===== config.mk =====
export PLATFORM = sky130hd
export DESIGN_NAME = line_burst_adaptor_flat
export DESIGN_NICKNAME = d
export VERILOG_FILES = /design/src/rtl/line_burst_adaptor_pkg.sv /design/src/rtl/line_burst_adaptor_if.sv /design/src/rtl/line_burst_adaptor_beat_counter.sv /design/src/rtl/line_burst_adaptor.sv /design/src/flat_wrapper.sv
export SDC_FILE = /design/constraint.sdc
export NUM_CORES = 2
export LEC_CHECK = 0
export ABC_AREA = 1
export CORE_ASPECT_RATIO = 0.75
export CORE_MARGIN = 2
export CORE_UTILIZATION = 51
export DETAILED_ROUTE_END_ITERATION = 12
export PLACE_DENSITY = 0.81
export REMOVE_ABC_BUFFERS = 1
export SLEW_MARGIN = 25
export SYNTH_ARGS = -nofsm -noshare
export SYNTH_HDL_FRONTEND = slang
export SYNTH_HIERARCHICAL = 1
export SYNTH_SLANG_ARGS = --single-unit

===== constraint.sdc =====
create_clock -name clk -period 3.64 [get_ports clk]
set_input_delay 0.546 -clock clk [delete_from_list [all_inputs] [get_ports clk]]
set_output_delay 0.546 -clock clk [all_outputs]
set_load 0.01 [all_outputs]

===== src/rtl/line_burst_adaptor_pkg.sv =====
// Shared types and geometry for the L2 line <-> memory burst adaptor.
package rv32i_types;

  localparam int s_line    = 256;
  localparam int s_burst   = 64;
  localparam int num_beats = s_line / s_burst;
  localparam int s_offset  = 5;
  localparam int beat_w    = $clog2(num_beats);

  typedef enum logic [1:0] {
    IDLE     = 2'd0,
    RD_BURST = 2'd1,
    WR_BURST = 2'd2,
    DONE     = 2'd3
  } line_burst_state_t;

endpackage


===== src/rtl/line_burst_adaptor_if.sv =====
// Bus bundles for the adaptor: the L2 line side and the physical memory side.
// On the line side the cache is master; on the memory side the adaptor is master.
interface line_burst_line_if;
  logic                           line_read_i;
  logic                           line_write_i;
  logic [31:0]                    line_address_i;
  logic [rv32i_types::s_line-1:0] line_wdata_i;
  logic [rv32i_types::s_line-1:0] line_rdata_o;
  logic                           line_resp_o;

  modport master (
    output line_read_i, line_write_i, line_address_i, line_wdata_i,
    input  line_rdata_o, line_resp_o
  );
  modport slave (
    input  line_read_i, line_write_i, line_address_i, line_wdata_i,
    output line_rdata_o, line_resp_o
  );
endinterface

interface line_burst_mem_if;
  logic [31:0]                     mem_address_o;
  logic                            mem_read_o;
  logic                            mem_write_o;
  logic [rv32i_types::s_burst-1:0] mem_burst_o;
  logic [rv32i_types::s_burst-1:0] mem_burst_i;
  logic                            mem_resp_i;

  modport master (
    output mem_address_o, mem_read_o, mem_write_o, mem_burst_o,
    input  mem_burst_i, mem_resp_i
  );
  modport slave (
    input  mem_address_o, mem_read_o, mem_write_o, mem_burst_o,
    output mem_burst_i, mem_resp_i
  );
endinterface


===== src/rtl/line_burst_adaptor_beat_counter.sv =====
// Modulo-num_beats beat index with increment enable, synchronous clear and a
// last-beat flag. num_beats must be a power of two so the wrap is free.
module line_beat_counter #(
  parameter int num_beats = rv32i_types::num_beats
) (
  input  logic                         clk,
  input  logic                         rst,
  input  logic                         clr_i,
  input  logic                         inc_i,
  output logic [$clog2(num_beats)-1:0] count_o,
  output logic                         last_o
);

  localparam int cnt_w = $clog2(num_beats);

  logic [cnt_w-1:0] count_reg;

  // Beat index: cleared by reset or clear, otherwise wraps naturally on increment.
  always_ff @(posedge clk) begin
    if (rst || clr_i) begin
      count_reg <= '0;
    end else if (inc_i) begin
      count_reg <= count_reg + 1'b1;
    end
  end

  assign count_o = count_reg;
  assign last_o  = (count_reg == cnt_w'(num_beats - 1));

endmodule


===== src/rtl/line_burst_adaptor.sv =====
// Converts one 256-bit line request into a 4-beat 64-bit memory burst and
// reassembles read bursts into a full line for the L2 cache.
module line_burst_adaptor
  import rv32i_types::*;
(
  input  logic              clk,
  input  logic              rst,
  line_burst_line_if.slave  line_bus,
  line_burst_mem_if.master  mem_bus
);

  line_burst_state_t state_reg, state_next;

  logic [31:0]       addr_reg;
  logic [s_line-1:0] wdata_reg;
  logic [s_line-1:0] buf_reg, buf_next;
  logic [s_line-1:0] rdata_reg;
  logic [31:0]       aligned_addr;
  logic [beat_w-1:0] beat_cnt;
  logic              beat_last;
  logic              in_burst;
  logic              beat_ack;
  logic              accept_wr;
  logic              accept_rd;

  // Write wins if both requests are raised together.
  assign accept_wr    = (state_reg == IDLE) && line_bus.line_write_i;
  assign accept_rd    = (state_reg == IDLE) && !line_bus.line_write_i && line_bus.line_read_i;
  assign in_burst     = (state_reg == RD_BURST) || (state_reg == WR_BURST);
  assign beat_ack     = in_burst && mem_bus.mem_resp_i;
  assign aligned_addr = {line_bus.line_address_i[31:s_offset], {s_offset{1'b0}}};

  line_beat_counter #(.num_beats(num_beats)) u_beat_counter (
    .clk     (clk),
    .rst     (rst),
    .clr_i   (state_reg == IDLE),
    .inc_i   (beat_ack),
    .count_o (beat_cnt),
    .last_o  (beat_last)
  );

  // State register.
  always_ff @(posedge clk) begin
    if (rst) begin
      state_reg <= IDLE;
    end else begin
      state_reg <= state_next;
    end
  end

  // Next-state: bursts end on the acknowledged last beat, DONE lasts one cycle.
  always_comb begin
    state_next = state_reg;
    unique case (state_reg)
      IDLE: begin
        if (accept_wr)      state_next = WR_BURST;
        else if (accept_rd) state_next = RD_BURST;
      end
      RD_BURST, WR_BURST: begin
        if (beat_ack && beat_last) state_next = DONE;
      end
      DONE:    state_next = IDLE;
      default: state_next = IDLE;
    endcase
  end

  // Outputs: memory side is quiet (all zero) outside the burst states.
  always_comb begin
    mem_bus.mem_read_o    = 1'b0;
    mem_bus.mem_write_o   = 1'b0;
    mem_bus.mem_address_o = '0;
    mem_bus.mem_burst_o   = '0;
    line_bus.line_resp_o  = 1'b0;
    unique case (state_reg)
      RD_BURST: begin
        mem_bus.mem_read_o    = 1'b1;
        mem_bus.mem_address_o = addr_reg;
      end
      WR_BURST: begin
        mem_bus.mem_write_o   = 1'b1;
        mem_bus.mem_address_o = addr_reg;
        mem_bus.mem_burst_o   = wdata_reg[s_burst*beat_cnt +: s_burst];
      end
      DONE:    line_bus.line_resp_o = 1'b1;
      default: ;
    endcase
  end

  // Line buffer with the incoming beat merged into slot beat_cnt.
  always_comb begin
    buf_next = buf_reg;
    buf_next[s_burst*beat_cnt +: s_burst] = mem_bus.mem_burst_i;
  end

  // Request latches, partial-line buffer and the published read line.
  // The published line only changes when a read's final beat lands.
  always_ff @(posedge clk) begin
    if (rst) begin
      addr_reg  <= '0;
      wdata_reg <= '0;
      buf_reg   <= '0;
      rdata_reg <= '0;
    end else begin
      if (accept_wr) begin
        addr_reg  <= aligned_addr;
        wdata_reg <= line_bus.line_wdata_i;
      end else if (accept_rd) begin
        addr_reg  <= aligned_addr;
      end
      if ((state_reg == RD_BURST) && mem_bus.mem_resp_i) begin
        buf_reg <= buf_next;
        if (beat_last) rdata_reg <= buf_next;
      end
    end
  end

  assign line_bus.line_rdata_o = rdata_reg;

endmodule


===== src/flat_wrapper.sv =====
// flat-port wrapper written by rule: the top's interface ports become plain ports
module line_burst_adaptor_flat import rv32i_types::*;
  (clk, rst, line_bus_line_read_i, line_bus_line_write_i, line_bus_line_address_i, line_bus_line_wdata_i, line_bus_line_rdata_o, line_bus_line_resp_o, mem_bus_mem_address_o, mem_bus_mem_read_o, mem_bus_mem_write_o, mem_bus_mem_burst_o, mem_bus_mem_burst_i, mem_bus_mem_resp_i);
  line_burst_line_if line_bus_i ();
  line_burst_mem_if mem_bus_i ();
  input  logic clk;
  input  logic rst;
  input wire logic [$bits(line_bus_i.line_read_i)-1:0] line_bus_line_read_i;
  input wire logic [$bits(line_bus_i.line_write_i)-1:0] line_bus_line_write_i;
  input wire logic [$bits(line_bus_i.line_address_i)-1:0] line_bus_line_address_i;
  input wire logic [$bits(line_bus_i.line_wdata_i)-1:0] line_bus_line_wdata_i;
  output wire logic [$bits(line_bus_i.line_rdata_o)-1:0] line_bus_line_rdata_o;
  output wire logic [$bits(line_bus_i.line_resp_o)-1:0] line_bus_line_resp_o;
  output wire logic [$bits(mem_bus_i.mem_address_o)-1:0] mem_bus_mem_address_o;
  output wire logic [$bits(mem_bus_i.mem_read_o)-1:0] mem_bus_mem_read_o;
  output wire logic [$bits(mem_bus_i.mem_write_o)-1:0] mem_bus_mem_write_o;
  output wire logic [$bits(mem_bus_i.mem_burst_o)-1:0] mem_bus_mem_burst_o;
  input wire logic [$bits(mem_bus_i.mem_burst_i)-1:0] mem_bus_mem_burst_i;
  input wire logic [$bits(mem_bus_i.mem_resp_i)-1:0] mem_bus_mem_resp_i;
  assign line_bus_i.line_read_i = line_bus_line_read_i;
  assign line_bus_i.line_write_i = line_bus_line_write_i;
  assign line_bus_i.line_address_i = line_bus_line_address_i;
  assign line_bus_i.line_wdata_i = line_bus_line_wdata_i;
  assign line_bus_line_rdata_o = line_bus_i.line_rdata_o;
  assign line_bus_line_resp_o = line_bus_i.line_resp_o;
  assign mem_bus_mem_address_o = mem_bus_i.mem_address_o;
  assign mem_bus_mem_read_o = mem_bus_i.mem_read_o;
  assign mem_bus_mem_write_o = mem_bus_i.mem_write_o;
  assign mem_bus_mem_burst_o = mem_bus_i.mem_burst_o;
  assign mem_bus_i.mem_burst_i = mem_bus_mem_burst_i;
  assign mem_bus_i.mem_resp_i = mem_bus_mem_resp_i;
  line_burst_adaptor u_core (.clk(clk), .rst(rst), .line_bus(line_bus_i), .mem_bus(mem_bus_i));
endmodule

Word-level counts from Yosys, hierarchy flattened. Cells that the tools add are included.

Bits in registers: 799. Output and inout port bits: 355.

Reduce and logical (&&, ||, !) cells: 14. $add $sub $neg: 2. Eq/ne operators: 6. Shift-type cells: 3. Muxes and demuxes: 12.

Operator list (number): bitwise mux 256 bit (1); variable shift 64 x 34 -> 256 bit (first input constant) (1); indexed part select 256 x 9 -> 64 bit (1); indexed part select 64 x 34 -> 256 bit (1); two-way mux 32 bit (3); two-way mux 64 bit (1); negator 8 -> 34 bit (1); equality test 2 bit (second input constant) (3); logical AND 1 bit (6); two-way mux 2 bit (3); case mux 2 bit (3 select lines) (1); AND reduction 2 bit (2); two-way mux 1 bit (3); != test 3 x 1 -> 1 bit (second input constant) (1); adder 2 x 1 -> 2 bit (second input constant) (1); equality test 2 x 1 -> 1 bit (second input constant) (1); logical NOT 2 bit (1); logical OR 1 bit (2); != test 2 x 1 -> 1 bit (second input constant) (1); nonzero test 2 bit (1); OR reduction 2 bit (1); logical NOT 1 bit (1).

Logic depth before layout (Yosys ltp).
Word-level depth: 6. Gate-level depth with buffers: 13.

Hierarchy. Netlist, hierarchy kept.

Modules (own cells, without submodules): line_burst_adaptor (area an instance 35255.1 µm², seq. area each 15955.3 µm², times used 1, cells each 5100); line_beat_counter (area an instance 103.8 µm², seq. area each 40.0 µm², times used 1, cells each 16).

Worst setup path after synthesis. Ideal clock, no wire load.

Path type: flip-flop to flip-flop. Start: reg u_core.u_beat_counter.count_reg[0] (netlist: u_core/u_beat_counter/count_o[0]). End: reg u_core.rdata_reg[132] (netlist: u_core/line_bus.line_rdata_o[132]). Cell stages (with the launch flop): 13. Buffers on the path: 4. Clock period less this slack: 2.149 ns. Setup time: 0.056 ns. Arrival: 2.093 ns. Setup slack: 1.491 ns. Path through: dfxtp_1 -> buf_2 -> inv_2 -> buf_2 -> buf_2 -> ha_1 -> nand2_1 -> inv_2 -> buf_1 -> nand3_1 -> nand3_1 -> nand2_1 -> inv_1.

Word-level cells in the longest chain between the ends: 3. Elaborated cells on any way between the ends: 6.

RTL lines: from (decl) (line line_burst_adaptor_beat_counter.sv:16) `logic [cnt_w-1:0] count_reg;`; from (signal assigned) (line line_burst_adaptor_beat_counter.sv:23) `count_reg <= count_reg + 1'b1;`; negator 8 -> 34 bit (line line_burst_adaptor.sv:92) `buf_next[s_burst*beat_cnt +: s_burst] = mem_bus.mem_burst_i;`; indexed part select 64 x 34 -> 256 bit or variable shift 64 x 34 -> 256 bit (tied branches) (line line_burst_adaptor.sv:92); bitwise mux 256 bit (line line_burst_adaptor.sv:92); to (signal assigned) (line line_burst_adaptor.sv:112) `if (beat_last) rdata_reg <= buf_next;`; to (decl) (line line_burst_adaptor.sv:17) `logic [s_line-1:0] rdata_reg;`.

Parallel ways exist; a longest one is shown, timed or not. A chain may end at the register's enable or synchronous reset.

Worst setup path after layout.
Start: reg u_core.u_beat_counter.count_reg[0] (netlist: u_core/u_beat_counter/count_o[0]). End: out mem_bus_mem_burst_o[56].

Word-level cells in the longest chain between the ends: 2.

RTL lines: indexed part select 256 x 9 -> 64 bit (line line_burst_adaptor.sv:82) `mem_bus.mem_burst_o = wdata_reg[s_burst*beat_cnt +: s_burst];`; two-way mux 64 bit (line line_burst_adaptor.sv:74) `unique case (state_reg)`; to (decl) (line flat_wrapper.sv:17) `output wire logic [$bits(mem_bus_i.mem_burst_o)-1:0] mem_bus_mem_burst_o;`.

No other way between the ends.

==> results_dict.tcl <==
set metrics [dict create \
    timing.fmax_ghz 0.285 \
    fin_tns_setup_ns 0 \
    route.detailed.drc 0 \
    startpoint "u_core/u_beat_counter/count_o[0]$_SDFFE_PP0P_" \
    grt-ovfl-total 0 \
    grt-busiest-layer "met2" \
    postPlaceCellArea_sq_um 43000 \
    synth_cell_type_count 18 \
    clockRootBuffer "clkbuf_16" \
    synthCells 5116 \
    use_met1_pct 43.2 \
    clkLatencyLatePin_ns 0.64 \
    synth_top_family_by_area "simple AND/OR/NAND/NOR gates" \
    hold_class "input port to flop" \
    dr.first_iter.drc_count 4238 \
    peakVddDrop_uv 491 \
    grtUsageTotal_pct 32.7 \
    grt_use_met3_pct 6.07 \
    dieArea_sq_um 71500 \
    final_cell_mix "nor2_1, dfxtp_1, nand2_1, clkdlybuf4s50_1, o21ai_0" \
    synth_top_area_share_pct 45.2 \
    cts_max_path_buffers 3 \
    total_power_uw 26000 \
    die_w_microns 308 \
    r2r-end "u_core/line_bus.line_rdata_o[22]$_SDFFE_PP0P_" \
    grt_pass1_wl_mm 185 \
    synth-simple-area-share_pct 25.0 \
    via_count 36200 \
    holdPathStages 4 \
    path_class "flop to primary output" \
    dp_hpwl_mm 77.4 \
    p_per_area_nw_per_um2 570 \
    critPathMaxFanout 52 \
    outcome "finished, final reports clean" \
    first_pass_iters 8 \
    crit_arrival_ns 2.97 \
    post_cts_resize_count 0 \
    synth_area_leaders "dfxtp_1, nor2_1, o21ai_0, nand2_1, nand3_1" \
    cts_tree "built" \
    whs_endpoint "u_core/buf_reg[170]$_SDFFE_PP0P_" \
    fin_area_sq_um 45700 \
    drv_cap 0 \
    vias_per_cell 5.52 \
    ctsHoldBuffers 0 \
    routabilityCongestion 0.919 \
    synth_xor_area_share_pct 0 \
    cellLeakagePower_uw 0.0197 \
    ff2ff_setup_slack_ns 0.68 \
    hold_viol_final 0 \
    rsz0062_at_grt "false" \
    finalCritPeriodShare_pct 96.5 \
    clk_pin_slew_ns 0.06 \
    slew_headroom_pct 29.2 \
    antenna_found_initial 28 \
    fin_util_pct 66.7 \
    period_minus_slack_ns 3.51 \
    synth_fa_ha_area_share_pct 0.389 \
    cts.sinks 799 \
    cp-end-kind "primary output" \
    synthMuxAreaShare_pct 0 \
    start_kind "flop" \
    r2r_cells 10 \
    cts_inserted_buffers 78 \
    ioPinCount 712 \
    drive_gt1_share_pct 3.94 \
    cts_setup_buffers 0 \
    syn_area_per_cell_sq_um 6.91 \
    hold_path.startpoint "rst" \
    die_h_microns 232 \
    routedWlPerCell_microns 18.5 \
    setup_viol 0 \
    final_antenna_net_count 0 \
    finalMaxSlewViolations 0 \
    design.core.area_sq_um 68500 \
    required_ns 3.09 \
    worstReg2RegStart "u_core/u_beat_counter/count_o[0]$_SDFFE_PP0P_" \
    finalNetCount 5946 \
    core.rowCount 83 \
    tightestPinTransition_ns 1.06 \
    yosys_warnings 6 \
    start_util_pct 51.6 \
    port_buffers 701 \
    synth-seq-area-share_pct 45.2 \
    fin_worst_skew_ns 0.0203 \
    yosys.area.top_type "dfxtp_1" \
    synth_area_sq_um 35400 \
    ys_ff_latch 799 \
    h-tree-depth 3 \
    grt_max_degree 131 \
    final_common_cell "nor2_1" \
    totalWireLength_mm 121 \
    synth_compound_area_share_pct 19.7 \
    grt_pass1_vias 33200 \
    grt_use_met2_pct 50.2 \
    area_growth_pct 29.2 \
]
-- cell usage after synthesis --
master	number
nand3_1	475
nand2_1	717
dfxtp_1	799
clkbuf_1	240
clkinv_1	1
ha_1	11
inv_1	463
o21ai_0	578
buf_2	122
a31oi_1	64
nor2_1	993
nor2_2	6
buf_4	6
conb_1	1
buf_1	29
o21a_1	256
inv_2	8
a21oi_1	347
-- critical path, cell delays in order, from the launching register on --
cell	delay, ns
dfxtp_4	0.45
inv_4	0.44
buf_12	0.33
o21ai_0	0.14
a21oi_1	0.32
clkdlybuf4s50_1	0.61
-- layout make-up --
| type | instances | area (sq um) |
|---|---|---|
| inverter | 472 | 1790 |
| clock inverter | 26 | 364 |
| sequential | 799 | 16000 |
| fill | 5666 | 22900 |
| antenna | 28 | 70.1 |
| clock buffer | 112 | 2280 |
| timing repair buffer | 775 | 8050 |
| multi-input combinational | 3452 | 16000 |
| tap | 892 | 1120 |
-- kinds of logic (layout without fill, tap and decap cells) --
family | Yosys count | after routing
simple gates | 2191 | 2191
flops | 799 | 799
fa+ha+maj | 11 | 11
compound gates | 1245 | 1245
buf+inv | 869 | 1385
other cells | 1 | 33
-- routing by layer --
layer | vias to the layer above | share of wire [%] | wire, microns
met5 | - | 0 | 0
met4 | 0 | 5.1 | 6160
met3 | 349 | 8.1 | 9830
met2 | 1621 | 45 | 55000
met1 | 16800 | 42 | 50400
li1 | 17400 | - | -
-- worst max-delay path by stage --
| stage | cells past startpoint | endpoint | slack [ns] |
|---|---|---|---|
| 2_1_floorplan | 6 | u_core/line_bus.line_rdata_o[0]$_SDFFE_PP0P_ | -10.24 |
| 3_3_place_gp | 10 | u_core/line_bus.line_rdata_o[60]$_SDFFE_PP0P_ | 0.80 |
| 3_5_place_dp | 10 | u_core/line_bus.line_rdata_o[52]$_SDFFE_PP0P_ | 0.76 |
| 4_1_cts | 5 | mem_bus_mem_burst_o[56] | 0.12 |
| 5_1_grt | 6 | mem_bus_mem_burst_o[58] | 0.01 |
| 6_report | 5 | mem_bus_mem_burst_o[56] | 0.13 |
-- per-stage QoR --
stage / hold slack [ns] / setup WS [ns] / instances
global placement: 0.458 / 0.796 / 6390
detailed placement: 0.466 / 0.761 / 6390
CTS: 0.414 / 0.120 / 6528
floorplan: 0.450 / -10.24 / 4723
finish: 0.432 / 0.128 / 6556
global route: 0.443 / 0.0106 / 6556
-- power breakdown --
group | total (uW) | switching [uW] | internal, uW
clock | 8460 | 3520 | 4940
combinational | 6840 | 4490 | 2350
sequential | 10700 | 684 | 10100
total | 26000 | 8700 | 17300
Note: power is estimated with default switching activity, not from simulation.
